### src/rtl/alu_pkg.sv
`default_nettype none
// ============================================================================
// Module  : alu_pkg
// Brief   : Shared ALUOp codes, function codes and control-word layout.
// Revision: 1.0  initial release
// ============================================================================
package alu_pkg;

  // Operation classes driven by the main control unit
  localparam logic [2:0] ALUOP_NONE    = 3'b000;
  localparam logic [2:0] ALUOP_ARITH   = 3'b001;
  localparam logic [2:0] ALUOP_SHIFTC  = 3'b010;
  localparam logic [2:0] ALUOP_SHIFTV  = 3'b011;
  localparam logic [2:0] ALUOP_IMM     = 3'b100;
  localparam logic [2:0] ALUOP_COMPI   = 3'b101;
  localparam logic [2:0] ALUOP_BRANCH  = 3'b110;

  localparam int unsigned FC_W = 10;

  localparam logic [FC_W-1:0] FC_ADD  = 10'd0;
  localparam logic [FC_W-1:0] FC_AND  = 10'd1;
  localparam logic [FC_W-1:0] FC_XOR  = 10'd2;
  localparam logic [FC_W-1:0] FC_COMP = 10'd3;
  localparam logic [FC_W-1:0] FC_SHL  = 10'd0;
  localparam logic [FC_W-1:0] FC_SHRL = 10'd1;
  localparam logic [FC_W-1:0] FC_SHRA = 10'd2;

  localparam logic [2:0] FUNC_ADD   = 3'b000;
  localparam logic [2:0] FUNC_AND   = 3'b001;
  localparam logic [2:0] FUNC_XOR   = 3'b010;
  localparam logic [2:0] FUNC_COMP  = 3'b011;
  localparam logic [2:0] FUNC_SHIFT = 3'b100;
  localparam logic [2:0] FUNC_PASSA = 3'b101;

  localparam logic [1:0] SHIFT_NONE = 2'b00;
  localparam logic [1:0] SHIFT_LL   = 2'b01;
  localparam logic [1:0] SHIFT_RL   = 2'b10;
  localparam logic [1:0] SHIFT_RA   = 2'b11;

  localparam logic B_RT  = 1'b0;
  localparam logic B_IMM = 1'b1;

  localparam int unsigned CTRL_W = 7;

  typedef struct packed {
    logic       valid;
    logic       b_src;
    logic [1:0] shift;
    logic [2:0] func;
  } ctrl_word_t;

  function automatic ctrl_word_t make_ctrl(input logic       b_src,
                                           input logic [1:0] shift,
                                           input logic [2:0] func);
    ctrl_word_t w;
    w.valid = 1'b1;
    w.b_src = b_src;
    w.shift = shift;
    w.func  = func;
    return w;
  endfunction

endpackage
`default_nettype wire

### src/rtl/alu_control_decode.sv
`default_nettype none
// ============================================================================
// Module  : alu_control_decode
// Brief   : Combinational ALUOp/function-code to ALU control-word decoder.
// Revision: 1.0  initial release
// ============================================================================
module alu_control_decode
  import alu_pkg::*;
(
  input  logic [2:0]        ALUOp,
  input  logic [FC_W-1:0]   function_code,
  output logic [CTRL_W-1:0] w_ctrl,
  output logic              w_illegal
);

  ctrl_word_t w_word;

  always_comb begin
    w_word    = '0;
    w_illegal = 1'b0;
    unique case (ALUOp)
      ALUOP_NONE: ;
      ALUOP_ARITH: begin
        unique case (function_code)
          FC_ADD:  w_word = make_ctrl(B_RT, SHIFT_NONE, FUNC_ADD);
          FC_AND:  w_word = make_ctrl(B_RT, SHIFT_NONE, FUNC_AND);
          FC_XOR:  w_word = make_ctrl(B_RT, SHIFT_NONE, FUNC_XOR);
          FC_COMP: w_word = make_ctrl(B_RT, SHIFT_NONE, FUNC_COMP);
          default: w_illegal = 1'b1;
        endcase
      end
      // Constant shifts take the amount from shamt, hence the immediate B-source
      ALUOP_SHIFTC: begin
        unique case (function_code)
          FC_SHL:  w_word = make_ctrl(B_IMM, SHIFT_LL, FUNC_SHIFT);
          FC_SHRL: w_word = make_ctrl(B_IMM, SHIFT_RL, FUNC_SHIFT);
          FC_SHRA: w_word = make_ctrl(B_IMM, SHIFT_RA, FUNC_SHIFT);
          default: w_illegal = 1'b1;
        endcase
      end
      ALUOP_SHIFTV: begin
        unique case (function_code)
          FC_SHL:  w_word = make_ctrl(B_RT, SHIFT_LL, FUNC_SHIFT);
          FC_SHRL: w_word = make_ctrl(B_RT, SHIFT_RL, FUNC_SHIFT);
          FC_SHRA: w_word = make_ctrl(B_RT, SHIFT_RA, FUNC_SHIFT);
          default: w_illegal = 1'b1;
        endcase
      end
      ALUOP_IMM:    w_word = make_ctrl(B_IMM, SHIFT_NONE, FUNC_ADD);
      ALUOP_COMPI:  w_word = make_ctrl(B_IMM, SHIFT_NONE, FUNC_COMP);
      ALUOP_BRANCH: w_word = make_ctrl(B_RT,  SHIFT_NONE, FUNC_PASSA);
      default:      w_illegal = 1'b1;
    endcase
  end

  assign w_ctrl = w_word;

endmodule
`default_nettype wire

### src/rtl/alu_control.sv
`default_nettype none
// ============================================================================
// Module  : alu_control
// Brief   : Registered ALU control decode with undefined-combination flag.
// Revision: 1.0  initial release
// ============================================================================
module alu_control
  import alu_pkg::*;
(
  input  logic              clk,
  input  logic              rst_n,
  input  logic [2:0]        ALUOp,
  input  logic [FC_W-1:0]   function_code,
  output logic [CTRL_W-1:0] control_signal,
  output logic              illegal
);

  logic [CTRL_W-1:0] w_ctrl;
  logic              w_illegal;
  logic [CTRL_W-1:0] r_ctrl;
  logic              r_illegal;

  alu_control_decode u_decode (
    .ALUOp         (ALUOp),
    .function_code (function_code),
    .w_ctrl        (w_ctrl),
    .w_illegal     (w_illegal)
  );

  always_ff @(posedge clk) begin
    if (!rst_n) begin
      r_ctrl    <= '0;
      r_illegal <= 1'b0;
    end else begin
      r_ctrl    <= w_ctrl;
      r_illegal <= w_illegal;
    end
  end

  assign control_signal = r_ctrl;
  assign illegal        = r_illegal;

endmodule
`default_nettype wire

### config.mk
export PLATFORM = sky130hd
export DESIGN_NAME = alu_control
export DESIGN_NICKNAME = d
export VERILOG_FILES = /design/src/rtl/alu_pkg.sv /design/src/rtl/alu_control_decode.sv /design/src/rtl/alu_control.sv
export SDC_FILE = /design/constraint.sdc
export NUM_CORES = 1
export LEC_CHECK = 0
export ABC_AREA = 1
export BUFFER_PORTS_ARGS = -buffer_cell sky130_fd_sc_hd__buf_4
export CAP_MARGIN = 10
export CORE_MARGIN = 2
export CORE_UTILIZATION = 24
export CTS_CLUSTER_DIAMETER = 100
export DETAILED_ROUTE_END_ITERATION = 6
export PLACE_DENSITY_LB_ADDON = 0.1
export RECOVER_POWER = 25
export SLEW_MARGIN = 20
export SYNTH_ARGS = -nofsm -noshare
export SYNTH_HDL_FRONTEND = slang
export SYNTH_SLANG_ARGS = --single-unit
### constraint.sdc
create_clock -name clk -period 1 [get_ports clk]
set_input_delay 0.1 -clock clk [delete_from_list [all_inputs] [get_ports clk]]
set_output_delay 0.1 -clock clk [all_outputs]
set_load 0.005 [all_outputs]
==> Yosys cells after proc, flatten, opt, wreduce, memory -nomap -nowiden <==
Cells that the tools add are included.
{ "word_totals": {"input_bits": 15, "elab_cells": 24, "reg_bits": 8, "out_inout_bits": 8} }
{ "classes": {"eq_ne": 9, "n_mux": 7, "reduce_logical": 6} }
{ "op_table": {"columns": ["cell", "n"], "rows": [
  ["$pmux W7 S3", 2],
  ["$pmux W7 S6", 1],
  ["$pmux W7 S4", 1],
  ["$eq A10 B2 Y1 const B", 2],
  ["$eq A10 B1 Y1 const B", 1],
  ["$logic_not A10 Y1", 1],
  ["$eq A3 B3 Y1 const B", 3],
  ["$reduce_or A4 Y1", 2],
  ["$eq A3 B2 Y1 const B", 2],
  ["$eq A3 B1 Y1 const B", 1],
  ["$logic_not A3 Y1", 1],
  ["$pmux W1 S3", 1],
  ["$reduce_or A3 Y1", 1],
  ["$mux W1", 2],
  ["$reduce_or A2 Y1", 1]
]} }

==> Logic depth before layout (Yosys ltp) <==
{ "depth": {"word_depth": 4, "mapped_depth": 7, "mapped_depth_nobuf": 7} }

==> By module <==
A second synthesis with hierarchy kept.
{ "hier_totals": {"hier_cells": 71, "area_unflattened_um2": 484.2} }
{ "modules_own_cells": {"columns": ["mod", "area_per_inst_um2", "seq_area_each_um2", "n_inst", "cells_per_inst"], "rows": [
  ["alu_control_decode", 259.0, 0.0, 1, 46],
  ["alu_control", 225.2, 160.2, 1, 25]
]} }

==> Worst setup path before layout <==
No wires, ideal clock.
{ "synth_timing": {"kind": "input -> register", "from": "input port function_code[7]", "to": "register r_illegal, in the netlist illegal", "setup_slack_ns": 0.221, "arrival_time_ns": 0.659, "setup_ns": 0.120, "n_path_buf": 0, "required_ns": 0.880, "cell_stages": 6, "path_cell_list": "nor2_1 -> nand2_2 -> nor2_8 -> nand2_1 -> nand2_1 -> a21oi_2"} }
{ "synth_via": {"elab_chain_len": 4, "word_cells_on_any_way": 9, "cone_classes": "eq/ne: 3; mux: 3; reduce/logical: 3"} }
{ "synth_lines": {"columns": ["element", "line", "text"], "rows": [
  ["from (decl)", "alu_control.sv:13", "input logic [FC_W-1:0] function_code,"],
  ["$eq A10 B2 Y1 (tied with other cells)", "alu_control_decode.sv:24", "unique case (function_code)"],
  ["$reduce_or A4 Y1 (no source line) or $reduce_or A3 Y1 (tied branches)", null, null],
  ["$mux W1 (on tied branches)", "alu_control_decode.sv:24, alu_control_decode.sv:34, alu_control_decode.sv:42", null],
  ["$pmux W1 S3 (*)", "alu_control_decode.sv:21", "unique case (ALUOp)"],
  ["to (signal assigned)", "alu_control.sv:36", "r_illegal <= w_illegal;"],
  ["to (decl)", "alu_control.sv:21", "logic r_illegal;"]
]} }
Every way passes the cells marked *; elsewhere a longest branch is shown, timed or not.
A chain may end at the register's enable or synchronous reset.

==> Worst setup path in the final report <==
{ "layout_timing": {"from": "register r_illegal, in the netlist illegal", "to": "output port illegal"} }
{ "layout_lines": {"columns": ["element", "line", "text"], "rows": [
  ["to (decl)", "alu_control.sv:15", "output logic illegal"]
]} }
No word-level cell between the ends.

==> results.py <==
metrics = {
    "drt": {
        "drt_first_pass_iters": 4,
        "via_per_inst": 4.35,
        "drt-total-wl_um": 938,
        "drt.antenna.violating_nets": 0,
        "drc": 0,
        "drt_iter0_drc": 8,
        "vias": 470,
        "avgRoutedWirePerCell_um": 8.69,
    },
    "floorplan": {
        "ios": 23,
        "start_util_pct": 25.1,
        "fp.dieW_um": 46.3,
        "rows": 15,
        "die_y_um": 46.3,
        "core_um2": 1710,
        "die_area_um2": 2140,
    },
    "clock_network": {
        "cts_setup_buffers": 0,
        "root_buffer": "clkbuf_4",
        "clock-sinks": 8,
        "numCtsBuffers": 3,
        "clk_pin_slew_worst_paths_ns": 0.05,
        "clock_path_buffers": 2,
        "post_cts_resize_count": 0,
        "cts-hold-fix-buffers": 0,
        "cts_max_level": 1,
        "cts_tree": "built",
    },
    "worst_setup_path": {
        "crit_fanout": 1,
        "critical_path.top_delay_family": "flip-flops",
        "worstPathRequired_ns": 0.90,
        "startpoint_type": "flip-flop",
        "critical_path.slowest_cell": "dfxtp_1",
        "crit_arrival_ns": 0.67,
        "worst_setup_path_end_kind": "output port",
        "crit_chain": "buf_4",
        "cp.buffers_inverters": 1,
        "slowest_delay_ns": 0.29,
        "path_class": "flip-flop to output port",
    },
    "pwr": {
        "total_leakage_power_nw": 0.325,
        "irDropWorstVdd_uv": 296,
        "cellPowerDensity_nw_per_um2": 1110,
    },
    "logic_synthesis": {
        "postSynthCellCount": 58,
        "yosysTopAreaCell": "dfxtp_1",
        "synth_top_area_share_pct": 37.3,
        "syn_avg_cell_area_um2": 7.40,
        "syn-num-nets": 73,
        "synth_area_leaders": "dfxtp_1 37%, nor2_1 6.1%, a21oi_1 5.8%",
        "synth_area_um2": 429,
        "ys_seq_elements": 8,
        "synth.yosys.seq_area_share_pct": 37.3,
        "yosysUniqueCellTypes": 17,
        "ys_warn_count": 0,
    },
    "timing": {
        "slew_violations": 0,
        "grt_setup_unrepaired": "false",
        "post-route-period-util_pct": 76.8,
        "holdWs_ns": 0.0535,
        "slew_headroom_pct": 83.9,
        "hold_violations": 0,
        "layout_setup_ws_ns": 0.232,
        "worst_pin_slew_ns": 0.240,
        "setup-tns-final_ns": 0,
        "max_freq_mhz": 1300,
        "setup_viol": 0,
        "min_period_ns": 0.768,
    },
    "final_layout": {
        "nets": 100,
        "drive_above_1_share_pct": 45.8,
        "area_growth_pct": 49.9,
        "num_antenna_cells": 0,
        "fin_cells": 108,
    },
    "placed_design": {
        "dp_cells": 105,
        "post-place-ws_ns": 0.0371,
        "gp_congestion": 0.763,
        "hpwl_um": 788,
        "port_buffers": 22,
    },
    "grt": {
        "grt_start_max_net_pins": 7,
        "grt-ovfl-total": 0,
        "grt_util_all_layers_pct": 10.4,
        "grt_pass1_vias": 364,
        "antenna_found_initial": 0,
        "grt_pass1_wl_um": 1500,
    },
    "run": {
        "cap_violations": 0,
    },
    "worst_hold_path": {
        "hp-class": "input pin to flip-flop",
    },
    "run_status": {
        "status": "finished clean",
    },
}
-- stage by stage --
stage,cell area (um2),utilization (%),power (W)
final,643,37.7,0.000714
after global routing,643,37.7,0.000759
after CTS,648,37.9,0.000724
after detailed placement,626,36.6,0.000478
after global placement,626,36.6,0.000478
after floorplan,429,-,0.000398
-- final timing paths --
path | startpoint | end | slack, ns | depth (start not counted)
setup / recovery | illegal | illegal | 0.23 | 1
hold / removal | function_code[0] | control_signal[3] | 0.05 | 2
-- area by class of cell --
cell class / count / area [um2]
clock buffers: 3 / 22.5
well taps: 25 / 31.3
flip-flops and latches: 8 / 160
inverters: 9 / 33.8
repair buffers: 22 / 165
fillers: 193 / 1060
multi-input cells: 41 / 230
-- layout by cell type, fill, tap and decap left out, drive strengths merged --
cell type  Yosys  layout
nand4          1       1
nand2         10      10
dfxtp          8       8
a21oi          7       7
nand3          6       6
o21a           1       1
nor3           4       4
clkbuf         0       3
buf            0      22
nor2          11      11
inv            9       9
nor4           1       1
-- synth_stat cells --
master / n
nand3_1: 5
nand2_2: 4
nor2_8: 1
inv_2: 3
nor4_1: 1
inv_1: 6
nor3_2: 1
nor3_1: 3
a21oi_1: 5
nor2_1: 7
nand4_1: 1
dfxtp_1: 8
o21a_1: 1
a21oi_2: 2
nand3_2: 1
nor2_2: 3
nand2_1: 6
-- registers in the layout, summed over array words and instances, names as in the netlist --
register and cells:
control_signal 7, illegal 1
-- where the power goes --
| part | switching [W] | internal [W] |
|---|---|---|
| logic | 0.0000672 | 0.0000693 |
| clock network | 0.000108 | 0.000137 |
| registers | 0.00000237 | 0.000330 |
-- kinds of logic (layout without fill, tap and decap cells) --
logic type / count (synthesis) / count (layout) / synth area share (%)
DFF: 8 / 8 / 37.3
AOI/OAI and AO/OA: 8 / 8 / 11.7
and+or+nand+nor: 33 / 33 / 43.1
buffers and inverters: 9 / 34 / 7.87
-- metal layers --
metal | vias to the layer above | part of all wire, % | global-route usage [%] | wire (um)
li1 | 240 | - | - | -
met1 | 211 | 44 | 12.6 | 415
met2 | 17 | 48 | 15.3 | 451
met3 | 2 | 5.4 | 2.35 | 51
met4 | 0 | 2.0 | 8.57 | 19
met5 | - | 0 | 0 | 0
(Power assumes the default switching activity.)
